[src/rtl/serial_link_pkg.sv]
// serial_link_pkg: definitions shared by the transmitter and the matching
// enable-gated receiver, so both ends agree on word size and bit order.
//   tx_state_e      : transmitter FSM state encoding (IDLE, SHIFT, GAP)
//   SER_WIDTH       : default bits per word
//   SER_MSB_FIRST   : default bit order (1 = bit WIDTH-1 goes out first)
//   SER_IDLE_GAP    : default number of forced idle cycles between words
//   cnt_bits()      : counter width able to hold 0..n-1, never below 1 bit
package serial_link_pkg;

    typedef enum logic [1:0] {
        ST_IDLE  = 2'd0,
        ST_SHIFT = 2'd1,
        ST_GAP   = 2'd2
    } tx_state_e;

    localparam int SER_WIDTH     = 8;
    localparam bit SER_MSB_FIRST = 1'b1;
    localparam int SER_IDLE_GAP  = 1;

    function automatic int cnt_bits(input int n);
        return (n > 1) ? $clog2(n) : 1;
    endfunction

endpackage

[src/rtl/serial_tx_if.sv]
// serial_tx_if: word-input handshake plus serial link outputs of serial_tx.
//   in_valid/in_ready/in_data : word handshake into the transmitter
//   ser_en/ser_d              : enable-gated serial bit stream
//   busy/done                 : word-level status
//   dbg_state                 : transmitter FSM state, observation only
//
// Handshake: a word transfers on every rising clk edge where in_valid and
// in_ready are both 1. in_ready is a function of transmitter state only and
// never looks at in_valid; in_data is sampled only on a transfer edge.
interface serial_tx_if
    import serial_link_pkg::*;
#(
    parameter int WIDTH = SER_WIDTH
) ();

    logic             in_valid;
    logic             in_ready;
    logic [WIDTH-1:0] in_data;
    logic             ser_en;
    logic             ser_d;
    logic             busy;
    logic             done;
    tx_state_e        dbg_state;

    // Word source side
    modport master (
        output in_valid, in_data,
        input  in_ready, ser_en, ser_d, busy, done, dbg_state
    );

    // Transmitter side
    modport slave (
        input  in_valid, in_data,
        output in_ready, ser_en, ser_d, busy, done, dbg_state
    );

endinterface

[src/rtl/shift_reg_piso.sv]
// shift_reg_piso: parallel-load, direction-selectable shift register.
//   i_clk, i_rst_n : clock, asynchronous active-low reset
//   i_load         : load i_data (has priority over i_shift)
//   i_shift        : move one bit toward the output end, filling with 0
//   i_data         : parallel word
//   o_bit          : output-end bit (MSB when MSB_FIRST, else LSB)
// Zero fill means the output bit falls to 0 once a word has drained, which
// keeps the serial data line low between words without extra gating.
module shift_reg_piso
    import serial_link_pkg::*;
#(
    parameter int WIDTH     = SER_WIDTH,
    parameter bit MSB_FIRST = SER_MSB_FIRST
) (
    input  logic             i_clk,
    input  logic             i_rst_n,
    input  logic             i_load,
    input  logic             i_shift,
    input  logic [WIDTH-1:0] i_data,
    output logic             o_bit
);

    logic [WIDTH-1:0] r_data;

    always_ff @(posedge i_clk or negedge i_rst_n) begin
        if (!i_rst_n) begin
            r_data <= '0;
        end else if (i_load) begin
            r_data <= i_data;
        end else if (i_shift) begin
            r_data <= MSB_FIRST ? {r_data[WIDTH-2:0], 1'b0}
                                : {1'b0, r_data[WIDTH-1:1]};
        end
    end

    assign o_bit = MSB_FIRST ? r_data[WIDTH-1] : r_data[0];

endmodule

[src/rtl/serial_tx.sv]
// serial_tx: parallel-to-serial transmitter driving an enable-gated capture
// link. Accepts a WIDTH-bit word over valid/ready, then emits it one bit per
// clock on ser_d with ser_en high for exactly those WIDTH cycles, followed by
// IDLE_GAP forced idle cycles.
//   clk, rst_n : clock, asynchronous active-low reset
//   bus        : serial_tx_if.slave (handshake, serial outputs, status, state)
// ser_en, ser_d, busy and done all come straight from flops.
module serial_tx
    import serial_link_pkg::*;
#(
    parameter int WIDTH     = SER_WIDTH,
    parameter bit MSB_FIRST = SER_MSB_FIRST,
    parameter int IDLE_GAP  = SER_IDLE_GAP
) (
    input  logic         clk,
    input  logic         rst_n,
    serial_tx_if.slave   bus
);

    localparam int CW = $clog2(WIDTH);
    localparam int GW = cnt_bits(IDLE_GAP);
    localparam logic [CW-1:0] BIT_LAST = CW'(WIDTH - 1);
    localparam logic [GW-1:0] GAP_LAST = GW'((IDLE_GAP > 0) ? IDLE_GAP - 1 : 0);

    tx_state_e         r_state;
    tx_state_e         w_state_nxt;
    logic [CW-1:0]     r_bit_cnt;
    logic [CW-1:0]     w_bit_cnt_nxt;
    logic [GW-1:0]     r_gap_cnt;
    logic [GW-1:0]     w_gap_cnt_nxt;
    logic              r_ser_en;
    logic              r_busy;
    logic              r_done;
    logic              w_last_bit;
    logic              w_in_ready;
    logic              w_xfer;
    logic              w_ser_d;

    assign w_last_bit = (r_state == ST_SHIFT) && (r_bit_cnt == BIT_LAST);

    // With no gap the next word may load during the last bit cycle, so the
    // stream continues without a hole.
    assign w_in_ready = (r_state == ST_IDLE) ||
                        ((IDLE_GAP == 0) && w_last_bit);
    assign w_xfer     = bus.in_valid && w_in_ready;

    always_comb begin
        w_state_nxt   = r_state;
        w_bit_cnt_nxt = r_bit_cnt;
        w_gap_cnt_nxt = r_gap_cnt;
        case (r_state)
            ST_IDLE: begin
                if (w_xfer) begin
                    w_state_nxt   = ST_SHIFT;
                    w_bit_cnt_nxt = '0;
                end
            end
            ST_SHIFT: begin
                if (w_last_bit) begin
                    w_bit_cnt_nxt = '0;
                    if (IDLE_GAP > 0) begin
                        w_state_nxt   = ST_GAP;
                        w_gap_cnt_nxt = '0;
                    end else if (w_xfer) begin
                        w_state_nxt = ST_SHIFT;
                    end else begin
                        w_state_nxt = ST_IDLE;
                    end
                end else begin
                    w_bit_cnt_nxt = r_bit_cnt + CW'(1);
                end
            end
            ST_GAP: begin
                if (r_gap_cnt == GAP_LAST) begin
                    w_state_nxt   = ST_IDLE;
                    w_gap_cnt_nxt = '0;
                end else begin
                    w_gap_cnt_nxt = r_gap_cnt + GW'(1);
                end
            end
            default: begin
                w_state_nxt   = ST_IDLE;
                w_bit_cnt_nxt = '0;
                w_gap_cnt_nxt = '0;
            end
        endcase
    end

    always_ff @(posedge clk or negedge rst_n) begin
        if (!rst_n) begin
            r_state   <= ST_IDLE;
            r_bit_cnt <= '0;
            r_gap_cnt <= '0;
            r_ser_en  <= 1'b0;
            r_busy    <= 1'b0;
            r_done    <= 1'b0;
        end else begin
            r_state   <= w_state_nxt;
            r_bit_cnt <= w_bit_cnt_nxt;
            r_gap_cnt <= w_gap_cnt_nxt;
            // Output flops take the decode of the next state so they line up
            // with the state they describe.
            r_ser_en  <= (w_state_nxt == ST_SHIFT);
            r_busy    <= (w_state_nxt != ST_IDLE);
            r_done    <= w_last_bit;
        end
    end

    // The register's output end holds the current bit during SHIFT and 0
    // otherwise, so it doubles as the ser_d flop.
    shift_reg_piso #(
        .WIDTH     (WIDTH),
        .MSB_FIRST (MSB_FIRST)
    ) u_piso (
        .i_clk   (clk),
        .i_rst_n (rst_n),
        .i_load  (w_xfer),
        .i_shift (r_state == ST_SHIFT),
        .i_data  (bus.in_data),
        .o_bit   (w_ser_d)
    );

    assign bus.in_ready  = w_in_ready;
    assign bus.ser_en    = r_ser_en;
    assign bus.ser_d     = w_ser_d;
    assign bus.busy      = r_busy;
    assign bus.done      = r_done;
    assign bus.dbg_state = r_state;

endmodule

[src/flat_wrapper.sv]
// flat-port wrapper written by rule: the top's interface ports become plain ports
module serial_tx_flat import serial_link_pkg::*;
#(
    parameter int WIDTH     = SER_WIDTH,
    parameter bit MSB_FIRST = SER_MSB_FIRST,
    parameter int IDLE_GAP  = SER_IDLE_GAP
)
  (clk, rst_n, bus_in_valid, bus_in_data, bus_in_ready, bus_ser_en, bus_ser_d, bus_busy, bus_done, bus_dbg_state);
  serial_tx_if #(.WIDTH(WIDTH)) bus_i ();
  input  logic clk;
  input  logic rst_n;
  input wire logic [$bits(bus_i.in_valid)-1:0] bus_in_valid;
  input wire logic [$bits(bus_i.in_data)-1:0] bus_in_data;
  output wire logic [$bits(bus_i.in_ready)-1:0] bus_in_ready;
  output wire logic [$bits(bus_i.ser_en)-1:0] bus_ser_en;
  output wire logic [$bits(bus_i.ser_d)-1:0] bus_ser_d;
  output wire logic [$bits(bus_i.busy)-1:0] bus_busy;
  output wire logic [$bits(bus_i.done)-1:0] bus_done;
  output wire logic [$bits(bus_i.dbg_state)-1:0] bus_dbg_state;
  assign bus_i.in_valid = bus_in_valid;
  assign bus_i.in_data = bus_in_data;
  assign bus_in_ready = bus_i.in_ready;
  assign bus_ser_en = bus_i.ser_en;
  assign bus_ser_d = bus_i.ser_d;
  assign bus_busy = bus_i.busy;
  assign bus_done = bus_i.done;
  assign bus_dbg_state = bus_i.dbg_state;
  serial_tx #(.WIDTH(WIDTH), .MSB_FIRST(MSB_FIRST), .IDLE_GAP(IDLE_GAP)) u_core (.clk(clk), .rst_n(rst_n), .bus(bus_i));
endmodule
[config.mk]
export PLATFORM = sky130hd
export DESIGN_NAME = serial_tx_flat
export DESIGN_NICKNAME = d
export VERILOG_FILES = /design/src/rtl/serial_link_pkg.sv /design/src/rtl/serial_tx_if.sv /design/src/rtl/shift_reg_piso.sv /design/src/rtl/serial_tx.sv /design/src/flat_wrapper.sv
export SDC_FILE = /design/constraint.sdc
export NUM_CORES = 1
export LEC_CHECK = 0
export CAP_MARGIN = 40
export CORE_MARGIN = 2
export CORE_UTILIZATION = 46
export CTS_CLUSTER_DIAMETER = 120
export CTS_CLUSTER_SIZE = 14
export DETAILED_ROUTE_END_ITERATION = 12
export PLACE_DENSITY = 0.74
export SLEW_MARGIN = 20
export SYNTH_ARGS = -nofsm -noshare
export SYNTH_HDL_FRONTEND = slang
export SYNTH_HIERARCHICAL = 1
export SYNTH_SLANG_ARGS = --single-unit
[constraint.sdc]
create_clock -name clk -period 1.4 [get_ports clk]
set_input_delay 0.14 -clock clk [delete_from_list [all_inputs] [get_ports clk]]
set_output_delay 0.14 -clock clk [all_outputs]
set_load 0.02 [all_outputs]
-- Yosys cells after proc, flatten, opt, wreduce, memory -nomap -nowiden
Cells that the tools add are included.
- input port bits: 11
- output and inout bits: 7
- bits in registers: 17
- logic and storage cells: 36
- reductions and logical operators: 7
- add/subtract/negate cells: 2
- muxes and demuxes: 12
- bitwise operators: 2
- eq/ne operators: 6
- operator list (kind ; count):
    two-way mux 8 bit ; 2
    one-hot mux 3 bit (3 select lines) ; 1
    two-way mux 2 bit ; 3
    two-way mux 3 bit ; 2
    one-hot mux 2 bit (3 select lines) ; 1
    equality test 2 x 1 -> 1 bit (second input constant) ; 2
    AND reduction 2 bit ; 2
    nonzero test 2 bit ; 2
    adder 3 x 1 -> 3 bit (second input constant) ; 1
    equality test 3 bit (second input constant) ; 1
    one-hot mux 1 bit (3 select lines) ; 1
    equality test 2 bit (second input constant) ; 1
    logical AND 1 bit ; 2
    zero test 2 bit ; 1
    two-way mux 1 bit ; 2
    != test 2 x 1 -> 1 bit (second input constant) ; 1
    != test 2 bit (second input constant) ; 1
    inverter 1 bit ; 2
    adder 1 bit (second input constant) ; 1

-- Logic depth before layout (Yosys ltp)
Gate-level depths: netlist of run 1.
- word-level depth: 5
- gate-level depth with buffers: 5
- depth with buffers taken out: 4

-- Hierarchy
The synthesis of run 1 kept the hierarchy.
- modules (own cells, without submodules) (module ; cells an instance ; area each (um^2) ; times used ; seq. area each (um^2)):
    shift_reg_piso ; 34 ; 369.1 ; 1 ; 200.2
    serial_tx ; 28 ; 350.3 ; 1 ; 200.2

-- Least setup slack after synthesis of run 1
No wires, ideal clock.
- path type: flip-flop to flip-flop
- start point: register u_core.r_state[0] (netlist: u_core/bus.dbg_state[0])
- end point: register u_core.u_piso.r_data[3]
- required time: 1.279 ns
- stages on the path, launching flop included: 5
- setup time: 0.121 ns
- clock period less this slack: 1.500 ns
- setup slack: -0.100 ns
- buffers on the path: 1
- data arrival time: 1.379 ns
- cells stage by stage: dfrtp_1 -> nor2_1 -> and2_1 -> buf_6 -> o21ai_1
- word-level cells in the longest chain between the ends: 3
- elaborated cells on any way between the ends: 5
- those cells by class: eq/ne (1); mux (1); reduce/logical (3)
- RTL lines (element ; line ; RTL):
    start: declaration ; serial_tx.sv:25 ; tx_state_e r_state;
    start signal: assignment ; serial_tx.sv:98 ; r_state <= w_state_nxt;
    zero test 2 bit (*) ; serial_tx.sv:43 ; assign w_in_ready = (r_state == ST_IDLE) ||
    net bus_in_ready ; flat_wrapper.sv:14 ; output wire logic [$bits(bus_i.in_ready)-1:0] bus_in_ready;
    logical AND 1 bit (*) ; serial_tx.sv:45 ; assign w_xfer = bus.in_valid && w_in_ready;
    net u_core.w_xfer ; serial_tx.sv:36 ; logic w_xfer;
    two-way mux 8 bit / nonzero test 2 bit (equally long branches) ; -- ;
    end signal: assignment ; shift_reg_piso.sv:29 ; r_data <= i_data;
    end signal: assignment ; shift_reg_piso.sv:31 ; r_data <= MSB_FIRST ? {r_data[WIDTH-2:0], 1'b0}
    end: declaration ; shift_reg_piso.sv:23 ; logic [WIDTH-1:0] r_data;
The timed path passes the listed nets; every way through them passes the cells marked *.
A chain may end at the register's enable or synchronous reset.

-- Final worst setup path of run 1
- start point: register u_core.r_busy (netlist: u_core/bus.busy)
- end point: output bus_busy
- RTL lines (element ; line ; RTL):
    start: declaration ; serial_tx.sv:32 ; logic r_busy;
    start signal: assignment ; serial_tx.sv:104 ; r_busy <= (w_state_nxt != ST_IDLE);
    end: declaration ; flat_wrapper.sv:17 ; output wire logic [$bits(bus_i.busy)-1:0] bus_busy;
No word-level cell between the ends.

==> flow_summary.json, run 1 <==
{
  "hpwl_um": 878,
  "cellLeakagePower_nw": 0.458,
  "ys_top_cells_by_count": "16 x dfrtp_1, 8 x nand2_1, 7 x mux2i_1, 7 x o21ai_1",
  "grt_pass1_vias": 519,
  "synth.net_count": 75,
  "yosysMostFrequentCell": "dfrtp_1",
  "p_per_area_mw_per_mm2": 2050,
  "period_minus_slack_ps": 1350,
  "numCtsBuffers": 3,
  "multi_input_area_um2": 294,
  "globalplace.congestion": 0.662,
  "wl_per_cell_um": 12.5,
  "synth_edf_count": 0,
  "core_area_mm2": 0.00149,
  "viasPerCell": 5.22,
  "clockBufferDepth": 2,
  "start_kind": "flop",
  "slowest_delay_ps": 590,
  "fillers": 120,
  "syn_avg_cell_area_um2": 11.6,
  "rsz0062_at_grt": "false",
  "hp-class": "input port to async pin",
  "drive_gt1_frac": 0.179,
  "cp_max_fo": 1,
  "syn-cell-area_um2": 719,
  "clk_latency_ps": 290,
  "tns_ps": 0,
  "area_growth_pct": 33.4,
  "cp.required_ps": 1260,
  "final_cells": 100,
  "crit_chain": "clkdlybuf4s50_1",
  "worstMarginPinSlew_ps": 271,
  "grt_use_total": 0.163,
  "ctsHtreeMaxLevel": 1,
  "grt_overflow": 0,
  "cts_setup_buffers": 0,
  "route.detailed.drc": 0,
  "async_flop_share": 1.00,
  "fmax_ghz": 0.739,
  "synthCells": 62,
  "grt_first_pass_wirelength_mm": 2.23,
  "dieHeight_um": 43.5,
  "die_w_um": 43.5,
  "die-area_mm2": 0.00190,
  "synth_area_leaders": "dfrtp_1 56%, mux2i_1 9.7%, o21ai_1 4.9%, nand2_1 4.2%, ha_1 3.5%",
  "ys_ff_latch": 16,
  "cts_root_buf": "clkbuf_4",
  "num_vias": 522,
  "grt_max_degree": 17,
  "synth_top_area_share": 0.557,
  "slowest_stage": "clkdlybuf4s50_1",
  "period_share": 0.966,
  "drv_slew": 0,
  "ys_seq_area_frac": 0.557,
  "clkTransAtPathRegs_ps": 90,
  "crit_arrival_ps": 1210,
  "ys.flop_type": "dfrtp_1",
  "setup.worst_path.class": "flop to output pin",
  "finalHoldViolCount": 0,
  "vdd_drop_max_mv": 1.25,
  "dr.pass1.iters": 4,
  "max-cap-violations": 0,
  "cp_num_buf_inv": 1,
  "ant_nets": 0,
  "drt-total-wl_mm": 1.25,
  "clkSinkCount": 16,
  "fin_skew_ps": 5.83,
  "maxSlewHeadroom": 0.819,
  "num_antenna_cells": 0,
  "seqCellArea_um2": 400,
  "endpoint_kind": "output pin",
  "place_inst": 96,
  "synthDistinctLibCells": 19,
  "cts_hold_buffers": 0,
  "critPathTopFamily": "buffers and inverters",
  "rows": 14,
  "cp-startpoint": "u_core/bus.busy",
  "outcome": "finished clean",
  "final-setup-viol-count": 0,
  "antenna_found_initial": 0,
  "r2r-start": "u_core/bus.dbg_state[1]",
  "drt-initial-drc-count": 3,
  "fin_nets": 98,
  "ios": 18,
  "yosysWarnings": 6,
  "cts_tree": "built",
  "synth.largest_area_cell": "dfrtp_1",
  "port_buffers": 17,
  "initial_core_util": 0.483,
  "p_total_w": 0.00197
}
kinds of logic (layout without fill, tap and decap cells):
| family | after synthesis | in the layout | share of synthesized area |
|---|---|---|---|
| adders and majority gates | 2 | 2 | 0.0348 |
| AOI/OAI and AO/OA | 13 | 13 | 0.123 |
| DFF | 16 | 16 | 0.557 |
| muxes | 7 | 7 | 0.0974 |
| buffers and inverters | 4 | 26 | 0.0417 |
| and+or+nand+nor | 20 | 20 | 0.146 |
repair_timing:
action / 4_1_cts / 5_1_grt
setup endpoints to repair: 3 / 7
cloned: 0 / 0
resized for setup: 3 / 5
final cells by class:
class / instances / share of cell area
well taps: 16 / 0.0209
flip-flops and latches: 16 / 0.417
clock buffers: 4 / 0.0378
inverters: 2 / 0.00913
multi-input cells: 42 / 0.306
repair buffers: 20 / 0.209
power breakdown:
group,internal (W),switching [W]
Sequential,0.000647,0.000118
Clock,0.000158,0.000147
Combinational,0.000449,0.000445
flip-flops by register name (all words and copies together), names as in the netlist:
signal and count:
u_core/u_piso/r_data 8, u_core/bus.dbg_state 2, u_core/bus.ser_en 1, u_core/bus.busy 1, u_core/r_bit_cnt 3, u_core/bus.done 1
layer usage:
layer,GRT usage,vias to the layer above,part of all wire
met5,0,-,0
met4,0.109,0,0.029
met3,0.0250,5,0.058
met2,0.244,15,0.44
met1,0.217,244,0.47
li1,-,258,-
cells in the final DEF, fill, tap and decap left out, types with 3 or more instances in the layout:
cell type	n
clkbuf_4	3
mux2i_1	7
and2_1	3
o21ai_1	7
nand2_1	8
nand2b_1	3
dfrtp_1	16
clkdlybuf4s50_1	13
metrics by stage:
stage               area [µm²]  utilization  setup slack [ps]  hold WS [ps]
floorplan                  722            -             0.401          -156
global placement           925        0.621              94.6           481
detailed placement         925        0.621              81.5           473
CTS                        957        0.643              7.38           166
global route               960        0.645              10.4           201
finish                     960        0.645              47.1           158
final timing paths:
check | to | slack (ps) | cells after the start
hold / removal | u_core/u_piso/r_data[3] | 160 | 2
min in group clk | u_core/u_piso/r_data[2] | 380 | 3
setup reg to reg | u_core/u_piso/r_data[5] | 100 | 4
hold reg to reg | u_core/r_bit_cnt[0] | 540 | 1
max in group asynchronous | u_core/u_piso/r_data[4] | 1070 | 2
setup / recovery | bus_busy | 50 | 1
(Power assumes the default switching activity.)
==> run 2, diff against run 1 <==
- CORE_UTILIZATION: 46 -> 42
- PLACE_DENSITY: 0.74 -> 0.72
- clock period: 1.4 -> 1.2 ns (I/O delays scaled with it)
==> run 2 against run 1 <==
Net effect: worst setup slack lost 4.3 ps; power grew 27%; global-route usage shrank 0.90 points; cell area grew 9.1%; die area grew 8.6%; largest cell class unchanged; highest routed layer unchanged.
==> flow_summary.json, run 2 (synthesized netlist as in run 1, its figures left out) <==
{
  "outcome": "finished clean",
  "p_per_area_mw_per_mm2": 2390,
  "crit_top_cell": "buf_4",
  "slowest_delay_ps": 410,
  "largest-register": "u_core/u_piso/r_data",
  "globalplace.congestion": 0.719,
  "grt_first_pass_wirelength_mm": 2.19,
  "hp-class": "input port to async pin",
  "antenna_found_initial": 0,
  "ios": 18,
  "r2r_end": "u_core/r_bit_cnt[0]",
  "initial_core_util": 0.461,
  "r2r-start": "u_core/bus.dbg_state[0]",
  "slowest_stage": "dfrtp_2",
  "dieHeight_um": 45.4,
  "cp.required_ps": 1370,
  "ctsHtreeMaxLevel": 1,
  "clockBufferDepth": 2,
  "crit_chain": "buf_4, nand2b_4, buf_4, o32ai_2",
  "die_w_um": 45.4,
  "endpoint_kind": "flop",
  "grt_overflow": 0,
  "placed_area_mm2": 0.00100,
  "ant_nets": 0,
  "grt_max_degree": 17,
  "finalHoldViolCount": 0,
  "die-area_mm2": 0.00206,
  "drt-initial-drc-count": 10,
  "setup.worst_path.class": "flop to flop",
  "utilization": 0.672,
  "rsz0062_at_grt": "false",
  "num_vias": 531,
  "stdcell_area_mm2": 0.00105,
  "fin_skew_ps": 5.06,
  "cellLeakagePower_nw": 0.483,
  "fin_nets": 105,
  "cts_setup_buffers": 0,
  "cts_tree": "built",
  "drt-total-wl_mm": 1.37,
  "layout_setup_ws_ps": 42.8,
  "clk_latency_ps": 270,
  "grt_use_total": 0.154,
  "final_common_cell": "dfrtp_1",
  "num_antenna_cells": 0,
  "core_area_mm2": 0.00156,
  "hpwl_mm": 1.00,
  "rr_worst_depth": 4,
  "seqCellArea_um2": 403,
  "wl_per_cell_um": 13.0,
  "grt_pass1_vias": 546,
  "viasPerCell": 5.01,
  "maxSlewHeadroom": 0.821,
  "crit_arrival_ps": 1330,
  "final-setup-viol-count": 0,
  "drv_slew": 0,
  "start_kind": "flop",
  "multi_input_area_um2": 329,
  "dr.pass1.iters": 4,
  "worstMarginPinSlew_ps": 268,
  "rows": 14,
  "fmax_ghz": 0.864,
  "clkSinkCount": 16,
  "largest_reg_flops": 8,
  "route.detailed.drc": 0,
  "numCtsBuffers": 3,
  "area_growth_pct": 45.6,
  "vdd_drop_max_mv": 1.40,
  "mostFrequentLayoutCells": "14 x dfrtp_1, 10 x clkdlybuf4s50_1, 8 x buf_4, 8 x nand2_1",
  "cts_root_buf": "clkbuf_4",
  "drive_gt1_frac": 0.300,
  "clkTransAtPathRegs_ps": 90,
  "cp_max_fo": 4,
  "reg2reg_slack_ps": 40,
  "pre_cts_slack_ps": -55.2,
  "port_buffers": 17,
  "period_minus_slack_ps": 1160,
  "period_share": 0.964,
  "fillers": 124,
  "max-cap-violations": 0
}
run 2: changes by cell type in the layout (fill, tap and decap cells not counted), moves of 2 or more:
cell             before  now
clkdlybuf4s50_1      13   10
dlygate4sd2_1         2    4
a211oi_1              2    0
dfrtp_1              16   14
buf_4                 2    8
clkdlybuf4s15_1       0    2
dfrtp_2               0    2
a211oi_2              0    2
run 2: what timing repair did:
item,CTS,global route
hold buffers,0,0
pin swaps,0,1
endpoints found under the setup margin,19,9
resized for setup,13,6
run 2: worst max-delay path by stage:
stage,start,endpoint,slack (ps)
3_3_place_gp,u_core/bus.dbg_state[0],bus_in_ready,-50
4_1_cts,u_core/r_bit_cnt[0],u_core/r_bit_cnt[0],8
3_5_place_dp,u_core/bus.dbg_state[0],bus_in_ready,-60
6_report,u_core/bus.dbg_state[0],u_core/r_bit_cnt[0],40
2_1_floorplan,u_core/bus.dbg_state[1],u_core/u_piso/r_data[1],-6
5_1_grt,u_core/bus.dbg_state[0],u_core/u_piso/r_data[4],10
run 2: cell type report:
class	instances	area share
sequential	16	0.385
multi-input combinational	42	0.314
inverter	2	0.0119
tap	16	0.0191
clock buffer	3	0.0215
timing repair buffer	27	0.249
run 2: routing by layer:
metal,vias up,share of wire,global-route usage
met2,18,0.45,0.242
met4,0,0.0087,0.106
met1,242,0.49,0.192
li1,269,-,-
met5,-,0,0
met3,2,0.054,0.0238
run 2: power by group:
group | switching [W] | internal [W] | total, W
sequential | 0.000127 | 0.000760 | 0.000886
combinational | 0.000636 | 0.000718 | 0.00135
clock | 0.000148 | 0.000116 | 0.000264
total | 0.000910 | 0.00159 | 0.00250
run 2: worst max-delay path: cells and delay by family (launching register included):
kind	cells	cell delay, ps
compound gates	1	280
flops	1	410
buf+inv	2	290
simple gates	1	70
run 2: per-stage QoR:
step	hold WS (ps)	power (W)	cells	TNS, ps
after floorplan	-176	0.00168	62	-43.7
after global placement	460	0.00218	103	-45.9
after detailed placement	464	0.00222	103	-145
after CTS	164	0.00246	106	0
after global routing	167	0.00268	106	0
final	166	0.00250	106	0
